$ cat config.mk
export PLATFORM = sky130hd
export DESIGN_NAME = fp_div32
export DESIGN_NICKNAME = d
export VERILOG_FILES = /design/src/rtl/fp_div32.sv
export SDC_FILE = /design/constraint.sdc
export NUM_CORES = 1
export LEC_CHECK = 0
export BUFFER_PORTS_ARGS = -buffer_cell sky130_fd_sc_hd__clkbuf_2
export CORE_MARGIN = 2
export CORE_UTILIZATION = 40
export CTS_BUF_LIST = sky130_fd_sc_hd__clkbuf_8 sky130_fd_sc_hd__clkbuf_16
export CTS_CLUSTER_DIAMETER = 120
export DETAILED_ROUTE_END_ITERATION = 7
export MAX_ROUTING_LAYER = met4
export PLACE_DENSITY = 0.55
export SLEW_MARGIN = 10
export SYNTH_ARGS = -nofsm -noshare
export SYNTH_HDL_FRONTEND = slang
export SYNTH_SLANG_ARGS = --single-unit
$ cat constraint.sdc
create_clock -name clk -period 8.4 [get_ports clk]
set_clock_uncertainty 0.1 [all_clocks]
set_input_delay 1.26 -clock clk [delete_from_list [all_inputs] [get_ports clk]]
set_output_delay 1.26 -clock clk [all_outputs]
set_load 0.02 [all_outputs]
$ cat src/rtl/fp_div32.sv
// Iterative IEEE-754 single-precision divider (z = a / b), radix-2 restoring, RNE, flush-to-zero.
// Define FP_DIV_FLAGS_EN to add the div_by_zero/overflow/underflow/invalid status outputs.
module fp_div32 (
  input  logic        clk,
  input  logic        rst,
  input  logic        en,
  input  logic [31:0] a,
  input  logic [31:0] b,
  output logic [31:0] z,
  output logic        busy,
  output logic        output_ready
`ifdef FP_DIV_FLAGS_EN
  ,
  output logic        div_by_zero,
  output logic        overflow,
  output logic        underflow,
  output logic        invalid
`endif
);

  localparam int ITER = 27;

  typedef enum logic [2:0] {
    S_IDLE    = 3'd0,
    S_SPECIAL = 3'd1,
    S_DIVIDE  = 3'd2,
    S_NORM    = 3'd3,
    S_ROUND   = 3'd4
  } state_t;

  state_t             state_q, state_d;
  logic [31:0]        a_q, a_d;
  logic [31:0]        b_q, b_d;
  logic               s_q, s_d;
  logic signed [9:0]  e_q, e_d;
  logic [25:0]        rem_q, rem_d;
  logic [23:0]        dvs_q, dvs_d;
  logic [26:0]        quo_q, quo_d;
  logic [4:0]         cnt_q, cnt_d;
  logic [22:0]        mant_q, mant_d;
  logic               grd_q, grd_d;
  logic               rnd_q, rnd_d;
  logic               stk_q, stk_d;
  logic [31:0]        z_q, z_d;
  logic               busy_q, busy_d;
  logic               rdy_q, rdy_d;
`ifdef FP_DIV_FLAGS_EN
  logic               dbz_q, dbz_d;
  logic               ovf_q, ovf_d;
  logic               unf_q, unf_d;
  logic               inv_q, inv_d;
`endif

  logic [7:0]         ea_s, eb_s;
  logic               a_zero_s, b_zero_s, a_inf_s, b_inf_s, a_nan_s, b_nan_s;
  logic               nan_res_s, special_s, s_sp_s;
  logic [31:0]        sp_z_s;
  logic               rem_ge_s;
  logic [24:0]        rem_sub_s;
  logic [25:0]        qn_s;
  logic               inc_s;
  logic [23:0]        frac_sum_s;
  logic signed [9:0]  e_rnd_s;

  // Operand classification; exponent 0 is treated as zero regardless of mantissa.
  assign ea_s      = a_q[30:23];
  assign eb_s      = b_q[30:23];
  assign a_zero_s  = (ea_s == 8'd0);
  assign b_zero_s  = (eb_s == 8'd0);
  assign a_inf_s   = (ea_s == 8'hFF) && (a_q[22:0] == 23'd0);
  assign b_inf_s   = (eb_s == 8'hFF) && (b_q[22:0] == 23'd0);
  assign a_nan_s   = (ea_s == 8'hFF) && (a_q[22:0] != 23'd0);
  assign b_nan_s   = (eb_s == 8'hFF) && (b_q[22:0] != 23'd0);
  assign nan_res_s = a_nan_s | b_nan_s | (a_inf_s & b_inf_s) | (a_zero_s & b_zero_s);
  assign special_s = nan_res_s | a_inf_s | b_zero_s | a_zero_s | b_inf_s;
  assign s_sp_s    = a_q[31] ^ b_q[31];

  assign rem_ge_s  = (rem_q >= {2'b00, dvs_q});
  assign rem_sub_s = 25'(rem_q - {2'b00, dvs_q});

  // Normalising shift applied when the integer quotient bit is clear.
  assign qn_s       = quo_q[26] ? quo_q[25:0] : {quo_q[24:0], 1'b0};
  assign inc_s      = grd_q & (rnd_q | stk_q | mant_q[0]);
  assign frac_sum_s = {1'b0, mant_q} + {23'd0, inc_s};
  assign e_rnd_s    = frac_sum_s[23] ? (e_q + 10'sd1) : e_q;

  // Special-case result selection in priority order.
  always_comb begin
    sp_z_s = {s_sp_s, 31'd0};
    if (nan_res_s) begin
      sp_z_s = 32'hFFC00000;
    end else if (a_inf_s || b_zero_s) begin
      sp_z_s = {s_sp_s, 8'hFF, 23'd0};
    end else begin
      sp_z_s = {s_sp_s, 31'd0};
    end
  end

  // Next-state and datapath control.
  always_comb begin
    state_d = state_q;
    a_d     = a_q;
    b_d     = b_q;
    s_d     = s_q;
    e_d     = e_q;
    rem_d   = rem_q;
    dvs_d   = dvs_q;
    quo_d   = quo_q;
    cnt_d   = cnt_q;
    mant_d  = mant_q;
    grd_d   = grd_q;
    rnd_d   = rnd_q;
    stk_d   = stk_q;
    z_d     = z_q;
    busy_d  = busy_q;
    rdy_d   = 1'b0;
`ifdef FP_DIV_FLAGS_EN
    dbz_d   = dbz_q;
    ovf_d   = ovf_q;
    unf_d   = unf_q;
    inv_d   = inv_q;
`endif
    case (state_q)
      S_IDLE: begin
        if (en) begin
          a_d     = a;
          b_d     = b;
          busy_d  = 1'b1;
          state_d = S_SPECIAL;
        end else begin
          state_d = S_IDLE;
        end
      end
      S_SPECIAL: begin
        s_d = s_sp_s;
        if (special_s) begin
          z_d     = sp_z_s;
          rdy_d   = 1'b1;
          busy_d  = 1'b0;
          state_d = S_IDLE;
`ifdef FP_DIV_FLAGS_EN
          dbz_d   = ~nan_res_s & ~a_inf_s & b_zero_s;
          inv_d   = nan_res_s;
          ovf_d   = 1'b0;
          unf_d   = 1'b0;
`endif
        end else begin
          e_d     = $signed({2'b00, ea_s}) - $signed({2'b00, eb_s}) + 10'sd127;
          rem_d   = {2'b00, 1'b1, a_q[22:0]};
          dvs_d   = {1'b1, b_q[22:0]};
          quo_d   = 27'd0;
          cnt_d   = 5'd0;
          state_d = S_DIVIDE;
        end
      end
      S_DIVIDE: begin
        if (rem_ge_s) begin
          quo_d = {quo_q[25:0], 1'b1};
          rem_d = {rem_sub_s, 1'b0};
        end else begin
          quo_d = {quo_q[25:0], 1'b0};
          rem_d = {rem_q[24:0], 1'b0};
        end
        cnt_d = cnt_q + 5'd1;
        if (cnt_q == 5'(ITER - 1)) begin
          state_d = S_NORM;
        end else begin
          state_d = S_DIVIDE;
        end
      end
      S_NORM: begin
        if (!quo_q[26]) begin
          e_d = e_q - 10'sd1;
        end else begin
          e_d = e_q;
        end
        mant_d  = qn_s[25:3];
        grd_d   = qn_s[2];
        rnd_d   = qn_s[1];
        stk_d   = qn_s[0] | (rem_q != 26'd0);
        state_d = S_ROUND;
      end
      S_ROUND: begin
        if (e_rnd_s >= 10'sd255) begin
          z_d = {s_q, 8'hFF, 23'd0};
        end else if (e_rnd_s <= 10'sd0) begin
          z_d = {s_q, 31'd0};
        end else begin
          z_d = {s_q, e_rnd_s[7:0], frac_sum_s[22:0]};
        end
        rdy_d   = 1'b1;
        busy_d  = 1'b0;
        state_d = S_IDLE;
`ifdef FP_DIV_FLAGS_EN
        dbz_d   = 1'b0;
        inv_d   = 1'b0;
        ovf_d   = (e_rnd_s >= 10'sd255);
        unf_d   = (e_rnd_s <= 10'sd0);
`endif
      end
      default: begin
        busy_d  = 1'b0;
        state_d = S_IDLE;
      end
    endcase
  end

  // State and datapath registers with synchronous reset.
  always_ff @(posedge clk) begin
    if (rst) begin
      state_q <= S_IDLE;
      a_q     <= 32'd0;
      b_q     <= 32'd0;
      s_q     <= 1'b0;
      e_q     <= 10'sd0;
      rem_q   <= 26'd0;
      dvs_q   <= 24'd0;
      quo_q   <= 27'd0;
      cnt_q   <= 5'd0;
      mant_q  <= 23'd0;
      grd_q   <= 1'b0;
      rnd_q   <= 1'b0;
      stk_q   <= 1'b0;
      z_q     <= 32'd0;
      busy_q  <= 1'b0;
      rdy_q   <= 1'b0;
`ifdef FP_DIV_FLAGS_EN
      dbz_q   <= 1'b0;
      ovf_q   <= 1'b0;
      unf_q   <= 1'b0;
      inv_q   <= 1'b0;
`endif
    end else begin
      state_q <= state_d;
      a_q     <= a_d;
      b_q     <= b_d;
      s_q     <= s_d;
      e_q     <= e_d;
      rem_q   <= rem_d;
      dvs_q   <= dvs_d;
      quo_q   <= quo_d;
      cnt_q   <= cnt_d;
      mant_q  <= mant_d;
      grd_q   <= grd_d;
      rnd_q   <= rnd_d;
      stk_q   <= stk_d;
      z_q     <= z_d;
      busy_q  <= busy_d;
      rdy_q   <= rdy_d;
`ifdef FP_DIV_FLAGS_EN
      dbz_q   <= dbz_d;
      ovf_q   <= ovf_d;
      unf_q   <= unf_d;
      inv_q   <= inv_d;
`endif
    end
  end

  assign z            = z_q;
  assign busy         = busy_q;
  assign output_ready = rdy_q;
`ifdef FP_DIV_FLAGS_EN
  assign div_by_zero  = dbz_q;
  assign overflow     = ovf_q;
  assign underflow    = unf_q;
  assign invalid      = inv_q;
`endif

endmodule

# After elaboration in Yosys (flattened, before gate mapping)
# Index checks and enable logic that the tools add are counted.
# op_classes
addsub	7
order_cmp	3
eq_ne	11
n_mux	28
bitwise	16
n_reduce_logical	23
# ops
op	count
31-bit 2-to-1 mux	3
26-bit 2-to-1 mux	3
32-bit 2-to-1 mux	2
32-bit case mux with 2 select lines	1
27-bit case mux with 2 select lines	1
26-bit case mux with 2 select lines	1
23-bit zero test	2
23-bit nonzero test	2
10-bit 2-to-1 mux	3
27-bit 2-to-1 mux	1
26-bit by 24-bit >= comparator with 1-bit output	1
26-bit nonzero test	1
25-bit by 24-bit subtractor with 25-bit output	1
23-bit by 1-bit adder with 24-bit output	1
10-bit case mux with 2 select lines	1
8-bit equality test, second input constant	2
8-bit zero test	2
3-bit case mux with 4 select lines	1
10-bit by 2-bit adder with 10-bit output, second input constant	1
9-bit by 8-bit adder with 10-bit output, second input constant	1
10-bit by 9-bit >= comparator with 1-bit output, second input constant	1
10-bit by 1-bit less-or-equal comparator with 1-bit output, second input constant	1
1-bit bitwise OR	10
5-bit case mux with 2 select lines	1
other kinds (23)	44
# word_totals
ff_bits	220

# Longest topological paths before layout
# Gate-level depths: netlist (run 1).
# logic_depth
depth_word	11
depth_mapped	13

# Worst setup path before layout (run 1)
# No wires, ideal clock.
# synth_path
kind	register to register
from	reg dvs_q[2]
to	reg rem_q[6]
setup_ns	0.133
arrival_time_ns	2.799
path_slack_ns	5.368
stages_incl_launch_ff	13
path_buffers	2
period_less_slack_ns	3.032
path_cell_list	dfxtp_1 -> inv_1 -> ha_1 -> nor2b_1 -> o31a_1 -> o31ai_1 -> a2111oi_0 -> or2_2 -> a211oi_2 -> buf_4 -> buf_4 -> mux2i_1 -> a21oi_1
# synth_between
elab_chain_len	3
word_cells_on_any_way	4
# synth_rtl
item	line	rtl
from (decl)	37	logic [23:0] dvs_q, dvs_d;
from (signal assigned)	240	dvs_q <= dvs_d;
25-bit by 24-bit subtractor with 25-bit output / 26-bit by 24-bit >= comparator with 1-bit output (equally long branches)	79, 78	
26-bit 2-to-1 mux *	157	if (rem_ge_s) begin
26-bit case mux with 2 select lines *	123	case (state_q)
to (signal assigned)	239	rem_q <= rem_d;
to (decl)	36	logic [25:0] rem_q, rem_d;
# Mark *: on every way between the ends. The rest lies on a longest branch, timed or not.
# A chain may end at the register's enable or synchronous reset.

# Final worst setup path (run 1)
# layout_path
from	reg rem_q[0]
to	reg rem_q[22]
# layout_between
elab_chain_len	3
word_cells_on_any_way	4
# layout_rtl
item	line
25-bit by 24-bit subtractor with 25-bit output / 26-bit by 24-bit >= comparator with 1-bit output (equally long branches)	79, 78
26-bit 2-to-1 mux *	157
26-bit case mux with 2 select lines *	123
# Marks and branches as above.

==> results of run 1 <==
[stage by stage]
step / util / hold slack [ns] / instance area (µm²)
floorplan: - / 0.335 / 11600
global placement: 0.430 / 0.335 / 12300
detailed placement: 0.430 / 0.342 / 12300
CTS: 0.460 / 0.356 / 13200
global route: 0.460 / 0.370 / 13200
finish: 0.460 / 0.351 / 13200
[layout by cell type, fill, tap and decap left out, drive strengths merged, types with 3 or more instances in the layout]
cell type  synthesis  final
o21a               7      7
a221oi             3      3
clkbuf            74    132
a31oi             12     12
bufinv             0      3
a21oi            172    172
a211oi            40     40
o21bai             6      6
a2111oi            3      3
dfxtp            220    220
buf               22     15
nor2              89     89
o31ai              6      6
xor2              30     30
xnor2             27     27
mux2               3      3
nand2b             4      4
mux2i             46     46
and4               4      4
nor3              22     22
o21ai             74     74
or3                7      7
nor3b              4      4
a311oi             7      7
inv               51     55
a21o               9      9
nor2b              8      8
nand2            323    323
or2                8      8
ha                38     38
and3              12     12
nor4              26     26
and2              13     13
nand4             21     21
o211ai             8      8
clkinv             0      4
a41oi              4      4
nand3             59     59
or4                7      7
a211o              3      3
[metal layers]
layer | wire length, µm | GRT usage | vias to the layer above | part of all wire
li1 | - | - | 5352 | -
met1 | 13800 | 0.255 | 4737 | 0.46
met2 | 14400 | 0.345 | 204 | 0.48
met3 | 1210 | 0.0252 | 56 | 0.040
met4 | 794 | 0.0616 | 0 | 0.026
met5 | 0 | - | - | 0
[kinds of logic after synthesis]
group                    after synthesis  synth area share
AO/OA/AOI/OAI                        373             0.199
buffers and inverters                147            0.0510
adder cells (fa/ha/maj)               40            0.0445
AND/OR/NAND/NOR                      615             0.240
multiplexers                          49            0.0426
XOR/XNOR                              57            0.0431
flip-flops                           220             0.380
[area by class of cell]
type / count / area share
Sequential cell: 220 / 0.335
Timing Repair Buffer: 114 / 0.0462
Clock inverter: 11 / 0.00951
Clock buffer: 33 / 0.0559
Tap cell: 384 / 0.0365
Multi-Input combinational cell: 1134 / 0.503
Inverter: 51 / 0.0145
[power by group]
part	switching (µW)	internal, µW
logic	501	339
registers	61.3	1100
clock network	433	700
total	996	2140
[sequential cells by signal, summed over array words and instances, names as in the netlist, 3 cells and up]
register / flops
a_q: 32
b_q: 32
z: 32
quo_q: 27
rem_q: 26
dvs_q: 24
mant_q: 23
e_q: 10
cnt_q: 5
state_q: 3
[critical path, cell delays in order (launching register included)]
cell       delay [ns]
dfxtp_1          0.32
inv_1            0.08
ha_1             0.20
fa_1             0.23
nor2b_1          0.07
o31a_1           0.27
o31ai_1          0.43
a2111oi_0        0.24
or2_2            0.39
a211oi_4         0.62
buf_4            0.44
nor3b_1          0.10
o311a_1          0.33
[final timing paths]
check	from	end	slack [ns]	cells past startpoint
setup / recovery	rem_q[0]$_SDFFE_PP0P_	rem_q[22]$_SDFFE_PP0P_	4.44	12
hold / removal	z[13]$_SDFFE_PP0P_	z[13]$_SDFFE_PP0P_	0.35	2
setup reg to reg	rem_q[0]$_SDFFE_PP0P_	rem_q[22]$_SDFFE_PP0P_	4.44	12
hold reg to reg	z[13]$_SDFFE_PP0P_	z[13]$_SDFFE_PP0P_	0.35	2
==> results.cfg, run 1 <==
[clock_tree]
cts_buffers = 25
cts_max_level = 1
cts_buffer_depth = 3
cts_num_sinks = 220
clkTransAtPathRegs_ns = 0.06
cts_setup_buffers = 0
cts_tree = built
cts-root-buf = clkbuf_16
cts.hold.buffers_added = 0
insertion_delay_ns = 0.52
cts-resized-gates = 0

[sta]
fin_ws_ns = 4.44
max_slew.worst_pin.slew_ns = 0.904
timing.slew.headroom = 0.397
fin_crit_sh = 0.471
rsz0062_at_grt = no
finalHoldViolations = 0
setup_viol = 0
timing.fmax_mhz = 253
tns_ns = 0
maxSlewViolCount = 0
layout_min_cycle_time_ns = 3.96

[floorplan]
core-area_mm2 = 0.0286
placementRows = 62
die_area_mm2 = 0.0304
fp.dieH_um = 174
start_util = 0.405
ioPinCount = 101
die_x_um = 174

[detailed_routing]
antenna_left = 0
drt_iter0_markers = 591
drc = 0
num_vias = 10300
dr.pass1.iters = 5
vias_per_cell = 5.32
wirelength_mm = 30.2
post_drt_wl_per_cell_um = 15.5

[power_and_ir_drop]
leakagePower_uw = 0.00489
total_power_uw = 3130
vdd_drop_max_uv = 126
power_per_cell_area_mw_per_mm2 = 238

[layout]
nNetsFinal = 1653
synthToLayoutAreaGrowth_pct = 13.5
drive_gt1_frac = 0.130
multi_input_area_mm2 = 0.00662
diodes = 0
final_cell_count_no_fill = 1947
regArea_mm2 = 0.00440
fillerInstances = 2965

[setup_path]
cp-end-kind = flop
critPathArrivalTime_ns = 4.26
cp-start-kind = flop
critPathKind = reg -> reg
worst_ep_required_time_ns = 8.70
cp_max_fo = 22

[logic_synthesis]
yosys_warnings = 0
synth_commonest_cells = 323 x nand2_1, 220 x dfxtp_1, 172 x a21oi_1, 89 x nor2_1, 74 x clkbuf_1
synth_flop_cell = dfxtp_1
syn_nets = 1608
syn-cell-area_mm2 = 0.0116
synth_area_leaders = dfxtp_1 38%, nand2_1 10%, a21oi_1 7.4%, ha_1 4.1%, mux2i_1 4.0%
synth_cells = 1501
synth_top_area_cell = dfxtp_1
async_flop_share = 0
synth_edf_count = 0
synth_top_area_share = 0.380
ys_seq_elements = 220
synth_cell_types = 69
ys_seq_area_frac = 0.380
synth.avg_cell_area_um2 = 7.73
yosysMostFrequentCell = nand2_1

[placed_design]
dp_hpwl_mm = 21.3
numPortBuffers = 100
placedCellCount = 1903
gp_congestion = 0.917
pre_cts_slack_ns = 4.50

[grt]
grt_max_degree = 85
grt_usage = 0.204
grt_pass1_vias = 9925
antenna_found_initial = 0
overflow = 0
grt_pass1_wl_mm = 50.3

[hold_path]
hold_path.class = reg -> reg

[job]
drv_cap = 0

[outcome]
status = finished, final reports clean
Note: power is estimated with default switching activity, not from simulation.
==> run 2: changes to the inputs <==
- ABC_AREA: unset -> 1
- clock period: 8.4 -> 3.7 ns (I/O delays scaled with it)
==> results.cfg, run 2 <==
[layout]
layout_common_cells = 340 x nand2_1, 220 x dfxtp_1, 215 x o21ai_0
final_common_cell = nand2_1
stdcell_area_mm2 = 0.0138
final_cell_count_no_fill = 2218
fillerInstances = 3091
multi_input_area_mm2 = 0.00654
drive_gt1_frac = 0.129
synthToLayoutAreaGrowth_pct = 14.8
diodes = 0
regArea_mm2 = 0.00440
nNetsFinal = 1916

[logic_synthesis]
synth_area_leaders = dfxtp_1 37%, nand2_1 11%, o21ai_0 9.0%, a21oi_1 8.4%, inv_1 5.3%
syn-cell-area_mm2 = 0.0120
synth_edf_count = 0
ys_seq_elements = 220
yosys_warnings = 0
yosysMostFrequentCell = nand2_1
synth_cells = 1748
synth_top_area_share = 0.367
synth_cell_types = 49
synth_top_area_cell = dfxtp_1
ys_seq_area_frac = 0.367
synth_commonest_cells = 340 x nand2_1, 220 x dfxtp_1, 215 x o21ai_0, 200 x a21oi_1, 169 x inv_1
syn_nets = 1855
synth_flop_cell = dfxtp_1
synth.avg_cell_area_um2 = 6.86
async_flop_share = 0

[setup_path]
cp-end-kind = flop
reg2reg_slack_ns = 0.64
cp_max_fo = 30
startpoint = rem_q[0]$_SDFFE_PP0P_
r2r-start = rem_q[0]$_SDFFE_PP0P_
worst_ep_required_time_ns = 4.06
critPathKind = reg -> reg
r2r_end = rem_q[13]$_SDFFE_PP0P_
cp-start-kind = flop
cp-endpoint = rem_q[13]$_SDFFE_PP0P_
critPathArrivalTime_ns = 3.42
r2r_cells = 12

[sta]
timing.fmax_mhz = 326
setup_viol = 0
finalHoldViolations = 0
layout_min_cycle_time_ns = 3.06
rsz0062_at_grt = no
max_slew.worst_pin.slew_ns = 0.996
tns_ns = 0
maxSlewViolCount = 0
timing.slew.headroom = 0.336
holdWs_ns = 0.147
fin_crit_sh = 0.828

[placed_design]
postPlaceCellArea_mm2 = 0.0128
numPortBuffers = 100
gp_congestion = 0.918
placedCellCount = 2171
dp_hpwl_mm = 24.6

[power_and_ir_drop]
leakagePower_uw = 0.00572
total_power_uw = 8310
vdd_drop_max_uv = 307
power_per_cell_area_mw_per_mm2 = 604

[floorplan]
ioPinCount = 101
core-area_mm2 = 0.0296
die_x_um = 177
start_util = 0.406
die_area_mm2 = 0.0314
fp.dieH_um = 177
placementRows = 63

[outcome]
status = finished, final reports clean

[clock_tree]
cts-root-buf = clkbuf_16
cts-resized-gates = 0
cts_tree = built
cts_setup_buffers = 0
cts_num_sinks = 220
insertion_delay_ns = 0.53
cts_max_level = 1
cts_buffers = 26
cts_buffer_depth = 3
clkTransAtPathRegs_ns = 0.06
cts.hold.buffers_added = 0

[detailed_routing]
wirelength_mm = 33.9
drt_iter0_markers = 802
top_layer = met4
antenna_left = 0
num_vias = 11600
met3RoutedLength_mm = 1.62
drc = 0
post_drt_wl_per_cell_um = 15.3
met1_length_mm = 17.6
wl_met2_mm = 14.1
dr.pass1.iters = 5
vias_per_cell = 5.24

[grt]
grt_max_degree = 80
grt_pass1_wl_mm = 56.5
grt_usage = 0.227
overflow = 0
grt_pass1_vias = 11200
antenna_found_initial = 0

[hold_path]
min_from = a[11]
hold_path.class = in -> reg

[job]
drv_cap = 0
run 2: changes by cell type in the layout (fill, tap and decap cells not counted), moves of 14 or more:
| cell | previous run | this run |
|---|---|---|
| a31oi_1 | 12 | 29 |
| nand3_1 | 58 | 86 |
| o21ai_0 | 53 | 215 |
| a211oi_1 | 39 | 8 |
| nor2_1 | 89 | 146 |
| a21oi_2 | 0 | 20 |
| o21ai_2 | 20 | 1 |
| nand2_1 | 321 | 340 |
| mux2i_1 | 46 | 0 |
| nand2_2 | 2 | 25 |
| a21oi_1 | 172 | 200 |
| nor4_1 | 25 | 11 |
| inv_1 | 55 | 171 |
run 2: logic make-up after synthesis:
group	Yosys count	synth area share
adders and majority gates	40	0.0430
DFF	220	0.367
and+or+nand+nor	681	0.247
xor gates and xnor gates	38	0.0278
buffers and inverters	266	0.0878
AOI/OAI and AO/OA	503	0.227
run 2: where the power goes:
group | internal, µW | switching (µW)
combinational | 914 | 1770
sequential | 2560 | 157
clock | 1870 | 1030
run 2: metrics by stage:
step                      worst slack (ns)  utilization
after floorplan                       1.22            -
after global placement               0.713        0.432
after detailed placement             0.642        0.432
after CTS                            0.637        0.466
after global routing                 0.306        0.466
final                                0.637        0.466
run 2: routing by layer:
metal | up-vias | GRT usage
met3 | 43 | 0.0281
met5 | - | -
met2 | 226 | 0.335
li1 | 5949 | -
met4 | 0 | 0.0527
met1 | 5395 | 0.328
run 2: worst min-delay path by stage:
| stage | to | slack, ns | depth (start not counted) |
|---|---|---|---|
| 2_1_floorplan | dvs_q[0]$_SDFFE_PP0P_ | 0.33 | 2 |
| 3_3_place_gp | dvs_q[0]$_SDFFE_PP0P_ | 0.35 | 2 |
| 3_5_place_dp | dvs_q[0]$_SDFFE_PP0P_ | 0.35 | 2 |
| 4_1_cts | a_q[21]$_SDFFE_PP0P_ | 0.13 | 3 |
| 5_1_grt | a_q[22]$_SDFFE_PP0P_ | 0.15 | 3 |
| 6_report | a_q[11]$_SDFFE_PP0P_ | 0.15 | 3 |
run 2: critical path, cell delays in order, from the launching register on:
cell	delay [ns]
dfxtp_1	0.34
inv_1	0.06
ha_1	0.22
fa_1	0.41
o21ai_2	0.26
a21boi_0	0.16
o21ai_1	0.29
nand2_1	0.10
nand3_1	0.32
buf_4	0.35
or2_2	0.16
nand3_1	0.06
a21oi_1	0.14
run 2: cell type report:
type | count | share of cell area
clock buffers | 34 | 0.0561
repair buffers | 119 | 0.0485
well taps | 390 | 0.0355
multi-input cells | 1262 | 0.475
clock inverters | 13 | 0.0156
inverters | 180 | 0.0493
flip-flops and latches | 220 | 0.320
==> run 3: changes to the inputs <==
- PLACE_DENSITY: 0.55 -> 0.57
- clock period: 3.7 -> 2.5 ns (I/O delays scaled with it)
==> results.cfg, run 3 (synthesized netlist as in run 2, its figures left out) <==
[outcome]
status = finished, final reports clean

[layout]
nNetsFinal = 2003
synthToLayoutAreaGrowth_pct = 21.5
drive_gt1_frac = 0.181
stdcell_area_mm2 = 0.0146
layout_common_cells = 337 x nand2_1, 215 x dfxtp_1, 213 x o21ai_0
diodes = 0
final_common_cell = nand2_1

[setup_path]
worst_path_max_delay_cell = dfxtp_1
reg2reg_slack_ns = 0.08
max_stage_delay_ns = 0.29
worst_ep_required_time_ns = 2.83
cp-start-kind = flop
cpMostUsedCell = a21oi_1
cp-end-kind = flop
cp_max_fo = 8
critPathArrivalTime_ns = 2.74
critPathKind = reg -> reg
path_cells = inv_1 -> ha_1 -> a21oi_1 -> a21boi_2 -> o21ai_2 -> nand2_1 -> nand3_2 -> buf_6 -> buf_4 -> or2_2 -> nand3_1 -> a21oi_1

[clock_tree]
cts_max_level = 1
insertion_delay_ns = 0.54
cts_tree = built
cts_num_sinks = 220
clkTransAtPathRegs_ns = 0.06
cts-root-buf = clkbuf_16
cts_buffer_depth = 3
cts_buffers = 26

[sta]
timing.fmax_mhz = 414
timing.slew.headroom = 0.447
tns_ns = 0
finalHoldViolations = 0
layout_min_cycle_time_ns = 2.42
max_slew.worst_pin.slew_ns = 0.829
setup_viol = 0
maxSlewViolCount = 0
fin_crit_sh = 0.967

[floorplan]
placementRows = 63
die_area_mm2 = 0.0314
fp.dieH_um = 177
die_x_um = 177
start_util = 0.406
ioPinCount = 101
core-area_mm2 = 0.0296

[placed_design]
numPortBuffers = 100
gp_congestion = 0.923
dp_hpwl_mm = 25.7
postPlaceCellArea_mm2 = 0.0133

[detailed_routing]
post_drt_wl_per_cell_um = 15.3
antenna_left = 0
met3RoutedLength_mm = 1.66
dr.pass1.iters = 5
num_vias = 11900
drt_iter0_markers = 839
wirelength_mm = 35.3
met1_length_mm = 18.2
top_layer = met4
drc = 0
wl_met2_mm = 14.9
vias_per_cell = 5.18

[job]
drv_cap = 0

[power_and_ir_drop]
vdd_drop_max_uv = 568
power_per_cell_area_mw_per_mm2 = 862
leakagePower_uw = 0.00612
total_power_uw = 12500

[grt]
antenna_found_initial = 0
grt_pass1_wl_mm = 57.4
grt_usage = 0.231
grt_pass1_vias = 11200
overflow = 0
grt_max_degree = 98

[hold_path]
hold_path.class = in -> reg
-- run 3: cell types whose count changed in the layout (fill, tap and decap cells not counted), sizes merged, moves of 2 or more --
cell	previous run	this run
clkinv	11	7
inv	176	180
bufinv	6	1
dlygate4sd3	0	13
clkinvlp	0	2
buf	19	92
-- run 3: final cells by class --
| type | count | area, µm² |
|---|---|---|
| clock buffer | 33 | 758 |
| clock inverter | 10 | 70.1 |
| fill | 3008 | 15000 |
| inverter | 180 | 681 |
| multi-input combinational | 1263 | 6710 |
| sequential | 220 | 4410 |
| tap | 390 | 488 |
| timing repair buffer | 205 | 1450 |
-- run 3: metrics by stage --
stage	worst slack (ns)	instances	hold WS (ns)	util
2_1_floorplan	0.0195	1748	0.327	-
5_1_grt	-0.0665	2301	0.0298	0.493
3_5_place_dp	-0.0449	2239	0.356	0.452
6_report	0.0826	2301	0.0264	0.493
4_1_cts	0.0272	2298	0.00749	0.485
3_3_place_gp	-0.0171	2239	0.350	0.452
-- run 3: routing by layer --
metal	GRT usage	vias up
li1	-	6118
met1	0.346	5570
met2	0.336	201
met3	0.0247	37
met4	0.0417	0
met5	-	-
-- run 3: critical path, delay by kind of cell, from the launching register on --
family | cells | cell delay [ns]
buffers and inverters | 3 | 0.47
AO/OA/AOI/OAI | 4 | 0.64
adder cells (fa/ha/maj) | 1 | 0.27
flip-flops | 1 | 0.29
AND/OR/NAND/NOR | 4 | 0.54
-- run 3: timing repair --
item / CTS / global route
hold buffers: 13 / 0
cloned: 0 / 1
endpoints found under the setup margin: 14 / 76
gates resized for setup: 4 / 50
hold endpoints to repair: 13 / 0
setup buffers: 3 / 2
pin swaps: 1 / 10
-- run 3: power by group --
part	internal [µW]	switching, µW	total [µW]
combinational	1940	2910	4850
sequential	3790	230	4020
clock	2210	1470	3680
-- run 3: final timing paths --
check                              start                      to  cells after the start
hold reg to reg   rem_q[25]$_SDFFE_PP0P_  rem_q[25]$_SDFFE_PP0P_                      2
setup / recovery   dvs_q[5]$_SDFFE_PP0P_  rem_q[19]$_SDFFE_PP0P_                     12
setup reg to reg   dvs_q[5]$_SDFFE_PP0P_  rem_q[19]$_SDFFE_PP0P_                     12
hold / removal                     b[17]    b_q[17]$_SDFFE_PP0P_                      3
